File: src/rtl/k423_wb_rf_arbiter_pkg.sv
// k423_wb_rf_arbiter_pkg: shared types, widths and defaults for the WB regfile write-port arbiter.
// Falls back to RV32 widths when the core-wide width macros are not defined.
`ifndef INST_RSDIDX_W
`define INST_RSDIDX_W 5
`endif
`ifndef CORE_XLEN
`define CORE_XLEN 32
`endif
package k423_wb_rf_arbiter_pkg;
    localparam int IDX_W = `INST_RSDIDX_W;
    localparam int XLEN = `CORE_XLEN;
    localparam int QUEUE_DEPTH_DEF = 2;
    localparam int STARVE_MAX_DEF = 4;
    typedef struct packed {
        logic             vld;
        logic [IDX_W-1:0] idx;
        logic [XLEN-1:0]  data;
    } wb_req_t;
    typedef enum logic [1:0] {SEL_NONE, SEL_PIPE, SEL_QUEUE, SEL_BYPASS} wb_sel_e;
    function automatic logic [31:0] idx_onehot(input logic [IDX_W-1:0] idx);
        return 32'(1) << idx;
    endfunction
endpackage

File: src/rtl/k423_wb_rf_arbiter_if.sv
// k423_wb_rf_arbiter_if: pipeline WB, LU return and regfile write-port bundle.
// Perf counter outputs exist only with K423_WB_ARB_PERF_EN.
interface k423_wb_rf_arbiter_if;
    import k423_wb_rf_arbiter_pkg::*;
    logic             pipe_rd_vld_i;
    logic [IDX_W-1:0] pipe_rd_idx_i;
    logic [XLEN-1:0]  pipe_rd_data_i;
    logic             pipe_stall_o;
    logic             lu_rd_vld_i;
    logic [IDX_W-1:0] lu_rd_idx_i;
    logic [XLEN-1:0]  lu_rd_data_i;
    logic             lu_rd_rdy_o;
    logic             wb_rd_vld_o;
    logic [IDX_W-1:0] wb_rd_idx_o;
    logic [XLEN-1:0]  wb_rd_data_o;
    logic [31:0]      pend_mask_o;
`ifdef K423_WB_ARB_PERF_EN
    logic [31:0]      perf_conflict_cnt_o;
    logic [31:0]      perf_force_cnt_o;
`endif
    modport slave (
`ifdef K423_WB_ARB_PERF_EN
        output perf_conflict_cnt_o, perf_force_cnt_o,
`endif
        input  pipe_rd_vld_i, pipe_rd_idx_i, pipe_rd_data_i, lu_rd_vld_i, lu_rd_idx_i, lu_rd_data_i,
        output pipe_stall_o, lu_rd_rdy_o, wb_rd_vld_o, wb_rd_idx_o, wb_rd_data_o, pend_mask_o
    );
    modport master (
`ifdef K423_WB_ARB_PERF_EN
        input  perf_conflict_cnt_o, perf_force_cnt_o,
`endif
        output pipe_rd_vld_i, pipe_rd_idx_i, pipe_rd_data_i, lu_rd_vld_i, lu_rd_idx_i, lu_rd_data_i,
        input  pipe_stall_o, lu_rd_rdy_o, wb_rd_vld_o, wb_rd_idx_o, wb_rd_data_o, pend_mask_o
    );
endinterface

File: src/rtl/k423_wb_lu_queue.sv
// k423_wb_lu_queue: in-order circular buffer of LU results with pending-register mask.
module k423_wb_lu_queue
    import k423_wb_rf_arbiter_pkg::*;
#(
    parameter int QUEUE_DEPTH = QUEUE_DEPTH_DEF
) (
    input  logic             clk_i,
    input  logic             rst_n_i,
    input  logic             enq,
    input  logic [IDX_W-1:0] enq_idx,
    input  logic [XLEN-1:0]  enq_data,
    input  logic             deq,
    output wb_req_t          head,
    output logic             full,
    output logic             empty,
    output logic [31:0]      pend_mask
);
    localparam int PTR_W = $clog2(QUEUE_DEPTH);
    logic [PTR_W-1:0] wr_ptr, rd_ptr;
    logic [PTR_W:0]   cnt;
    logic [QUEUE_DEPTH-1:0] vld;
    logic [IDX_W-1:0] idx_q [QUEUE_DEPTH];
    logic [XLEN-1:0]  data_q [QUEUE_DEPTH];
    assign empty = cnt == '0;
    assign full = cnt == (PTR_W+1)'(QUEUE_DEPTH);
    assign head = '{vld: !empty, idx: idx_q[rd_ptr], data: data_q[rd_ptr]};
    // Power-of-two depth lets the pointers wrap by plain overflow.
    always_ff @(posedge clk_i or negedge rst_n_i) begin
        if (!rst_n_i) begin
            wr_ptr <= '0;
            rd_ptr <= '0;
            cnt <= '0;
            vld <= '0;
        end else begin
            if (enq) wr_ptr <= wr_ptr + 1'b1;
            if (deq) rd_ptr <= rd_ptr + 1'b1;
            cnt <= cnt + (PTR_W+1)'(enq) - (PTR_W+1)'(deq);
            if (deq) vld[rd_ptr] <= 1'b0;
            if (enq) vld[wr_ptr] <= 1'b1;
        end
    end
    always_ff @(posedge clk_i) begin
        if (enq) begin
            idx_q[wr_ptr] <= enq_idx;
            data_q[wr_ptr] <= enq_data;
        end
    end
    always_comb begin
        pend_mask = '0;
        for (int i = 0; i < QUEUE_DEPTH; i++) pend_mask |= vld[i] ? idx_onehot(idx_q[i]) : 32'd0;
    end
endmodule

File: src/rtl/k423_wb_rf_arbiter.sv
// k423_wb_rf_arbiter: shares the regfile write port between pipeline WB (priority) and queued LU results.
// Optional perf counters are enabled with K423_WB_ARB_PERF_EN.
module k423_wb_rf_arbiter
    import k423_wb_rf_arbiter_pkg::*;
#(
    parameter int QUEUE_DEPTH = QUEUE_DEPTH_DEF,
    parameter int STARVE_MAX  = STARVE_MAX_DEF
) (
    input  logic clk_i,
    input  logic rst_n_i,
    k423_wb_rf_arbiter_if.slave bus
);
    localparam int SC_W = $clog2(STARVE_MAX + 1);
    wb_req_t         head, sel_req;
    wb_sel_e         sel;
    logic            full, empty, force_wr, enq, deq;
    logic [31:0]     pend_mask;
    logic [SC_W-1:0] starve_cnt;
    k423_wb_lu_queue #(.QUEUE_DEPTH(QUEUE_DEPTH)) u_queue (
        .clk_i     (clk_i),
        .rst_n_i   (rst_n_i),
        .enq       (enq),
        .enq_idx   (bus.lu_rd_idx_i),
        .enq_data  (bus.lu_rd_data_i),
        .deq       (deq),
        .head      (head),
        .full      (full),
        .empty     (empty),
        .pend_mask (pend_mask)
    );
    assign force_wr = !empty && starve_cnt == SC_W'(STARVE_MAX);
    always_comb begin
        sel = force_wr ? SEL_QUEUE : bus.pipe_rd_vld_i ? SEL_PIPE : !empty ? SEL_QUEUE :
              bus.lu_rd_vld_i ? SEL_BYPASS : SEL_NONE;
        sel_req = sel == SEL_QUEUE  ? head :
                  sel == SEL_PIPE   ? wb_req_t'{1'b1, bus.pipe_rd_idx_i, bus.pipe_rd_data_i} :
                  sel == SEL_BYPASS ? wb_req_t'{1'b1, bus.lu_rd_idx_i, bus.lu_rd_data_i} : wb_req_t'('0);
    end
    assign deq = sel == SEL_QUEUE;
    // x0 results are accepted but never occupy a slot or a pend bit.
    assign enq = bus.lu_rd_vld_i && !full && |bus.lu_rd_idx_i && sel != SEL_BYPASS;
    assign bus.lu_rd_rdy_o = !full;
    assign bus.pipe_stall_o = rst_n_i && force_wr && bus.pipe_rd_vld_i;
    assign bus.wb_rd_vld_o = rst_n_i && sel_req.vld && |sel_req.idx;
    assign bus.wb_rd_idx_o = rst_n_i ? sel_req.idx : '0;
    assign bus.wb_rd_data_o = rst_n_i ? sel_req.data : '0;
    assign bus.pend_mask_o = pend_mask;
    always_ff @(posedge clk_i or negedge rst_n_i) begin
        if (!rst_n_i) starve_cnt <= '0;
        else starve_cnt <= (empty || deq) ? '0 : starve_cnt + SC_W'(starve_cnt != SC_W'(STARVE_MAX));
    end
`ifdef K423_WB_ARB_PERF_EN
    always_ff @(posedge clk_i or negedge rst_n_i) begin
        if (!rst_n_i) begin
            bus.perf_conflict_cnt_o <= '0;
            bus.perf_force_cnt_o <= '0;
        end else begin
            bus.perf_conflict_cnt_o <= bus.perf_conflict_cnt_o + 32'(bus.pipe_rd_vld_i && (!empty || bus.lu_rd_vld_i));
            bus.perf_force_cnt_o <= bus.perf_force_cnt_o + 32'(force_wr);
        end
    end
`endif
endmodule

File: src/flat_wrapper.sv
// flat-port wrapper written by rule: the top's interface ports become plain ports
module k423_wb_rf_arbiter_flat import k423_wb_rf_arbiter_pkg::*;
#(
    parameter int QUEUE_DEPTH = QUEUE_DEPTH_DEF,
    parameter int STARVE_MAX  = STARVE_MAX_DEF
)
  (clk_i, rst_n_i, bus_pipe_rd_vld_i, bus_pipe_rd_idx_i, bus_pipe_rd_data_i, bus_lu_rd_vld_i, bus_lu_rd_idx_i, bus_lu_rd_data_i, bus_pipe_stall_o, bus_lu_rd_rdy_o, bus_wb_rd_vld_o, bus_wb_rd_idx_o, bus_wb_rd_data_o, bus_pend_mask_o);
  k423_wb_rf_arbiter_if bus_i ();
  input  logic clk_i;
  input  logic rst_n_i;
  input wire logic [$bits(bus_i.pipe_rd_vld_i)-1:0] bus_pipe_rd_vld_i;
  input wire logic [$bits(bus_i.pipe_rd_idx_i)-1:0] bus_pipe_rd_idx_i;
  input wire logic [$bits(bus_i.pipe_rd_data_i)-1:0] bus_pipe_rd_data_i;
  input wire logic [$bits(bus_i.lu_rd_vld_i)-1:0] bus_lu_rd_vld_i;
  input wire logic [$bits(bus_i.lu_rd_idx_i)-1:0] bus_lu_rd_idx_i;
  input wire logic [$bits(bus_i.lu_rd_data_i)-1:0] bus_lu_rd_data_i;
  output wire logic [$bits(bus_i.pipe_stall_o)-1:0] bus_pipe_stall_o;
  output wire logic [$bits(bus_i.lu_rd_rdy_o)-1:0] bus_lu_rd_rdy_o;
  output wire logic [$bits(bus_i.wb_rd_vld_o)-1:0] bus_wb_rd_vld_o;
  output wire logic [$bits(bus_i.wb_rd_idx_o)-1:0] bus_wb_rd_idx_o;
  output wire logic [$bits(bus_i.wb_rd_data_o)-1:0] bus_wb_rd_data_o;
  output wire logic [$bits(bus_i.pend_mask_o)-1:0] bus_pend_mask_o;
  assign bus_i.pipe_rd_vld_i = bus_pipe_rd_vld_i;
  assign bus_i.pipe_rd_idx_i = bus_pipe_rd_idx_i;
  assign bus_i.pipe_rd_data_i = bus_pipe_rd_data_i;
  assign bus_i.lu_rd_vld_i = bus_lu_rd_vld_i;
  assign bus_i.lu_rd_idx_i = bus_lu_rd_idx_i;
  assign bus_i.lu_rd_data_i = bus_lu_rd_data_i;
  assign bus_pipe_stall_o = bus_i.pipe_stall_o;
  assign bus_lu_rd_rdy_o = bus_i.lu_rd_rdy_o;
  assign bus_wb_rd_vld_o = bus_i.wb_rd_vld_o;
  assign bus_wb_rd_idx_o = bus_i.wb_rd_idx_o;
  assign bus_wb_rd_data_o = bus_i.wb_rd_data_o;
  assign bus_pend_mask_o = bus_i.pend_mask_o;
  k423_wb_rf_arbiter #(.QUEUE_DEPTH(QUEUE_DEPTH), .STARVE_MAX(STARVE_MAX)) u_core (.clk_i(clk_i), .rst_n_i(rst_n_i), .bus(bus_i));
endmodule
File: config.mk
export PLATFORM = sky130hd
export DESIGN_NAME = k423_wb_rf_arbiter_flat
export DESIGN_NICKNAME = d
export VERILOG_FILES = /design/src/rtl/k423_wb_rf_arbiter_pkg.sv /design/src/rtl/k423_wb_rf_arbiter_if.sv /design/src/rtl/k423_wb_lu_queue.sv /design/src/rtl/k423_wb_rf_arbiter.sv /design/src/flat_wrapper.sv
export SDC_FILE = /design/constraint.sdc
export NUM_CORES = 1
export LEC_CHECK = 0
export BUFFER_PORTS_ARGS = -buffer_cell sky130_fd_sc_hd__buf_2
export CORE_MARGIN = 2
export CORE_UTILIZATION = 35
export DETAILED_ROUTE_END_ITERATION = 7
export HOLD_SLACK_MARGIN = 0.15
export SKIP_LAST_GASP = 1
export SLEW_MARGIN = 20
export SYNTH_ARGS = -nofsm -noshare
export SYNTH_HDL_FRONTEND = slang
export SYNTH_SLANG_ARGS = --single-unit
File: constraint.sdc
create_clock -name clk_i -period 7.15 [get_ports clk_i]
set_input_delay 0.3575 -clock clk_i [delete_from_list [all_inputs] [get_ports clk_i]]
set_output_delay 0.3575 -clock clk_i [all_outputs]
set_load 0.01 [all_outputs]
==> results of run 1 <==
==> sequential cells by signal (all words and copies together), names as in the netlist <==
| register | flops |
|---|---|
| u_core.u_queue.rd_ptr | 1 |
| u_core.u_queue.data_q | 64 |
| u_core.starve_cnt | 3 |
| u_core.u_queue.cnt | 2 |
| u_core.u_queue.vld | 2 |
| u_core.u_queue.idx_q | 10 |
| u_core.u_queue.wr_ptr | 1 |
==> power by group through the flow <==
| stage | Clock (mW) | Combinational [mW] | Sequential, mW |
|---|---|---|---|
| 2_1_floorplan | 0 | 0.489 | 0.720 |
| 3_3_place_gp | 0 | 0.646 | 0.755 |
| 3_5_place_dp | 0 | 0.655 | 0.762 |
| 4_1_cts | 0.455 | 0.660 | 0.753 |
| 5_1_grt | 0.473 | 0.736 | 0.767 |
| 6_report | 0.445 | 0.659 | 0.753 |
==> metal layers <==
metal / up-vias / wire (microns)
met5: - / 0
met4: 0 / 124
met3: 14 / 782
met2: 179 / 5290
met1: 1748 / 4810
li1: 1747 / -
==> synth_stat cells (2+ instances only) <==
cell type  instances
edfxtp_1          74
nor2b_1           41
nor2_1            39
mux2i_1           36
a221oi_1          34
o22ai_1           30
clkbuf_1          19
nand2_1           14
nand2b_1          13
nand3_1           11
dfrtp_1            9
buf_2              7
and2_1             6
or2_2              6
ha_1               4
nand4_1            4
o21ai_0            4
xnor2_1            3
a21o_1             2
inv_1              2
mux2_2             2
nor3_1             2
o32ai_1            2
xor2_1             2
==> stage by stage <==
step                      area [sq um]  power [mW]  setup WS, ps
after floorplan                   4430        1.21          4050
after global placement            5310        1.40          4450
after detailed placement          5310        1.42          4380
after CTS                         5610        1.87          4020
after global routing              5640        1.98          3790
final                             5640        1.86          4080
==> path summary, 6_finish.rpt <==
| kind | startpoint | slack, ps | to | depth (start not counted) |
|---|---|---|---|---|
| max in group asynchronous | rst_n_i | 6030 | u_core.u_queue.rd_ptr | 2 |
| min | bus_lu_rd_data_i[18] | 230 | u_core.u_queue.data_q[0][18] | 1 |
| min reg2reg | u_core.u_queue.wr_ptr | 560 | u_core.u_queue.wr_ptr | 1 |
| max reg2reg | u_core.u_queue.cnt[1] | 4650 | u_core.u_queue.cnt[1] | 9 |
| min in group asynchronous | rst_n_i | 620 | u_core.u_queue.cnt[1] | 2 |
| max | u_core.u_queue.cnt[1] | 4080 | bus_wb_rd_vld_o | 8 |
==> logic make-up (layout without fill, tap and decap cells) <==
family / count (synthesis) / in the layout
simple gates: 143 / 143
flops: 83 / 83
compound gates: 79 / 79
mux: 38 / 38
buf+inv: 32 / 173
xor+xnor: 5 / 5
fa+ha+maj: 4 / 4
==> final cells by class <==
type                            instances  area share
Sequential cell                        83       0.435
Multi-Input combinational cell        269       0.329
Timing Repair Buffer                  155       0.144
Clock buffer                           10      0.0406
Tap cell                              172      0.0382
Clock inverter                          5      0.0111
Inverter                                3     0.00200
==> flow_summary.yaml, run 1 <==
run_status:
  status: "complete, no violations"
synth:
  yosysSeqAreaShare: 0.553
  synthXorXnorAreaFrac: 0.00990
  yosysTopAreaCell: "edfxtp_1"
  synth_warnings: 0
  synthesis.nets: 466
  synth.cell_area_sq_um: 4430
  ys_types: 42
  synth_mux_area_frac: 0.0865
  synth_compound_area_frac: 0.134
  synth_area_leaders: "edfxtp_1, mux2i_1, a221oi_1, nor2b_1, dfrtp_1"
  synth-main-ff-cell: "edfxtp_1"
  synthCells: 384
  ys_async_sr_fraction: 0.108
  synth_top_family_by_area: "simple AND/OR/NAND/NOR gates"
  syn_area_per_cell_sq_um: 11.5
  synth_top_cell_area_share: 0.502
  ys_ff_latch: 83
  synth_edf_count: 74
  synth-adder-area-share: 0.0113
  yosys.area_share.simple: 0.174
final_layout:
  final_common_cell: "buf_2"
  regArea_sq_um: 2450
  utilization: 0.452
  drive_gt1_frac: 0.347
  post_layout_nonfiller_instances: 697
  nets: 603
  antennaDiodeCount: 0
  layout_common_cells: "buf_2, edfxtp_1, nor2b_1"
  fillCellCount: 1168
  multiInputGateArea_sq_um: 1860
  area_growth_pct: 27.3
die:
  die-area_sq_um: 13600
  core_sq_um: 12500
  die_x_microns: 116
  initial_core_util: 0.355
  die_h_microns: 116
  row_count: 41
  io_pins: 150
worst_setup_path:
  worst-endpoint-arrival_ps: 2720
  worstSetupPathType: "reg -> out"
  crit_family: "compound AO/OA/AOI/OAI gates"
  cp_max_fo: 27
  worst_setup_path_end_kind: "output port"
  start_kind: "flop"
  slowest_delay_ps: 470
  worst_path_max_delay_cell: "dfrtp_1"
  critical_path_buf_inv_count: 3
  cp.required_ps: 6790
  crit_chain: "nor2_1 > a21o_1 > buf_4 > inv_2 > a222oi_1 > nor3b_2 > a31oi_1 > buf_2"
sta:
  clock.fmax_ghz: 0.325
  fin_crit_ps: 3070
  rsz0062_at_grt: "false"
  worst_hold_slack_ps: 234
  clock_skew_ps: 9.49
  setup_violations: 0
  period_share: 0.430
  tightest_slew_ps: 931
  final_hold_viol_count: 0
  finalMaxSlewViolations: 0
  slew_headroom: 0.379
  tns_ps: 0
drt:
  via_per_inst: 5.29
  drtAntennaViolNets: 0
  first_pass_iters: 4
  wire_per_inst_microns: 15.8
  num_vias: 3688
  wl_mm: 11.0
  first_iter_violations: 280
  drc: 0
grt:
  use_met3: 0.0202
  grt-ovfl-total: 0
  grt_use_met1: 0.218
  grt_max_degree: 49
  grt_pass1_vias: 3401
  antenna_found_initial: 0
  grt_busiest_layer: "met2"
  use_met2: 0.271
  grt.total_usage: 0.162
  grt_pass1_wl_mm: 17.1
place:
  dp_hpwl_mm: 7.76
  gp_congestion: 0.902
  place_inst: 680
  portBuffers: 149
clock_tree:
  cts_made_buffers: 9
  postCtsSetupRepairBufs: 0
  cts_hold_buffers: 1
  path_clk_slew_ps: 60
  cts_resized: 0
  cts_tree: "built"
  cts.sinks: 83
  cts_root_buf: "clkbuf_16"
  cts_max_level: 3
  worst_skew_pair.late_latency_ps: 330
  clockBufferDepth: 2
pwr:
  p_seq_frac: 0.405
  vdd_drop_max_uv: 124
  p_per_area_nw_per_um2: 330
  combPwrFrac: 0.355
  p_leak_nw: 2.32
  sw_frac_of_total: 0.343
  p_int_mw: 1.22
  p_sw_mw: 0.638
  p_clk_frac: 0.240
worst_hold_path:
  hp-class: "in -> reg"
job:
  maxCapViolations: 0
No activity file was read; power rests on OpenSTA's default activity.
==> inputs of run 2 (changes only) <==
==> constraint.sdc (replaced) <==
create_clock -name clk_i -period 2.6 [get_ports clk_i]
set_input_delay 0.13 -clock clk_i [delete_from_list [all_inputs] [get_ports clk_i]]
set_output_delay 0.13 -clock clk_i [all_outputs]
set_load 0.01 [all_outputs]
==> flow_summary.yaml, run 2 (same netlist as run 1, synthesis figures left out) <==
grt:
  grt_pass1_wl_mm: 18.4
  antenna_found_initial: 0
  grt.total_usage: 0.174
  grt-ovfl-total: 0
  grt_max_degree: 35
  grt_pass1_vias: 3517
final_layout:
  multiInputGateArea_sq_um: 1860
  post_layout_nonfiller_instances: 740
  antennaDiodeCount: 0
  nets: 645
  regArea_sq_um: 2450
  layout_common_cells: "buf_2, edfxtp_1, nor2b_1"
  fillCellCount: 1149
  final_common_cell: "buf_2"
  drive_gt1_frac: 0.331
  largest_reg_flops: 64
  regMostFlops: "u_core.u_queue.data_q"
  top_regs: "u_core.u_queue.data_q x64, u_core.u_queue.idx_q x10, u_core.starve_cnt x3"
  area_growth_pct: 36.1
worst_setup_path:
  worstSetupPathType: "reg -> out"
  cp_max_fo: 7
  cp.required_ps: 2470
  worst_path_max_delay_cell: "or3b_1"
  crit_chain: "or3b_1 > o21a_1 > a222oi_1 > nor3b_2 > a31oi_1 > buf_2"
  slowest_delay_ps: 480
  start_kind: "flop"
  worst-endpoint-arrival_ps: 2360
  worst_setup_path_end_kind: "output port"
sta:
  fin_crit_ps: 2490
  rsz0062_at_grt: "false"
  final_hold_viol_count: 0
  slew_headroom: 0.611
  tightest_slew_ps: 584
  clock_skew_ps: 7.37
  finalMaxSlewViolations: 0
  period_share: 0.958
  setup_violations: 0
  clock.fmax_ghz: 0.401
  tns_ps: 0
pwr:
  p_seq_frac: 0.404
  vdd_drop_max_uv: 511
  sw_frac_of_total: 0.353
  p_clk_frac: 0.227
  p_sw_mw: 1.81
  combPwrFrac: 0.369
  p_int_mw: 3.31
  p_leak_nw: 2.49
  p_per_area_nw_per_um2: 850
drt:
  via_per_inst: 5.16
  drc: 0
  num_vias: 3817
  wire_per_inst_microns: 16.1
  wl_mm: 11.9
  drtAntennaViolNets: 0
  first_iter_violations: 293
  first_pass_iters: 5
clock_tree:
  cts.sinks: 83
  cts_hold_buffers: 38
  clockBufferDepth: 2
  worst_skew_pair.late_latency_ps: 330
  path_clk_slew_ps: 60
  cts_tree: "built"
  postCtsSetupRepairBufs: 0
  cts_root_buf: "clkbuf_16"
  cts_resized: 0
  cts_made_buffers: 9
  cts_max_level: 3
die:
  row_count: 41
  die-area_sq_um: 13600
  die_x_microns: 116
  io_pins: 150
  core_sq_um: 12500
  initial_core_util: 0.355
  die_h_microns: 116
place:
  gp_congestion: 0.839
  dp_hpwl_mm: 8.56
  place_inst: 686
  portBuffers: 149
job:
  maxCapViolations: 0
run_status:
  status: "complete, no violations"
worst_hold_path:
  hp-class: "in -> async"
## run 2: cell count changes in the layout (fill, tap and decap cells not counted), sizes merged
cell         previous run  this run
clkbuf                 10         9
dlygate4sd3             1        38
bufinv                  1         0
clkinv                  1         4
buf                   154       159
## run 2: critical path: cells and delay by family (launching register included)
kind	cells	cell delay (ps)
AO/OA/AOI/OAI	3	760
AND/OR/NAND/NOR	2	710
flip-flops	1	380
buffers and inverters	1	180
## run 2: worst paths after layout
check / slack [ps] / startpoint / end / depth (start not counted)
worst min-delay path: 230 / rst_n_i / u_core.starve_cnt[2] / 2
worst min register to register: 560 / u_core.u_queue.wr_ptr / u_core.u_queue.wr_ptr / 1
worst max register to register: 540 / u_core.u_queue.cnt[1] / u_core.u_queue.idx_q[0][1] / 6
worst max-delay path: 110 / u_core.starve_cnt[0] / bus_wb_rd_vld_o / 6
min in group clk_i: 240 / bus_lu_rd_vld_i / u_core.u_queue.wr_ptr / 4
max in group asynchronous: 2100 / rst_n_i / u_core.u_queue.rd_ptr / 2
## run 2: final cells by class
type,instances,share of cell area
Tap cell,172,0.0357
Clock inverter,7,0.00873
Inverter,3,0.00187
Timing Repair Buffer,197,0.202
Multi-Input combinational cell,269,0.308
Clock buffer,9,0.0374
Sequential cell,83,0.407
## run 2: per-layer routing
| metal | part of all wire | GRT usage |
|---|---|---|
| met5 | 0 | 0 |
| met3 | 0.076 | 0.0285 |
| met1 | 0.44 | 0.239 |
| met4 | 0.017 | 0.0524 |
| met2 | 0.47 | 0.285 |
## run 2: metrics by stage
stage	instance area, sq um	power (mW)	setup slack, ps	hold slack (ps)	util
3_5_place_dp	5360	3.95	495	39.0	0.430
4_1_cts	6020	5.16	129	227	0.483
6_report	6020	5.12	108	232	0.483
3_3_place_gp	5360	3.91	559	35.5	0.430
2_1_floorplan	4430	3.32	235	-166	-
5_1_grt	6020	5.44	35.8	256	0.483
## run 2: power by group through the flow
stage / registers (mW) / logic (mW) / clock network (mW)
after floorplan: 1.98 / 1.35 / 0
after global placement: 2.08 / 1.83 / 0
after detailed placement: 2.09 / 1.85 / 0
after CTS: 2.07 / 1.91 / 1.18
after global routing: 2.11 / 2.09 / 1.24
final: 2.07 / 1.89 / 1.16
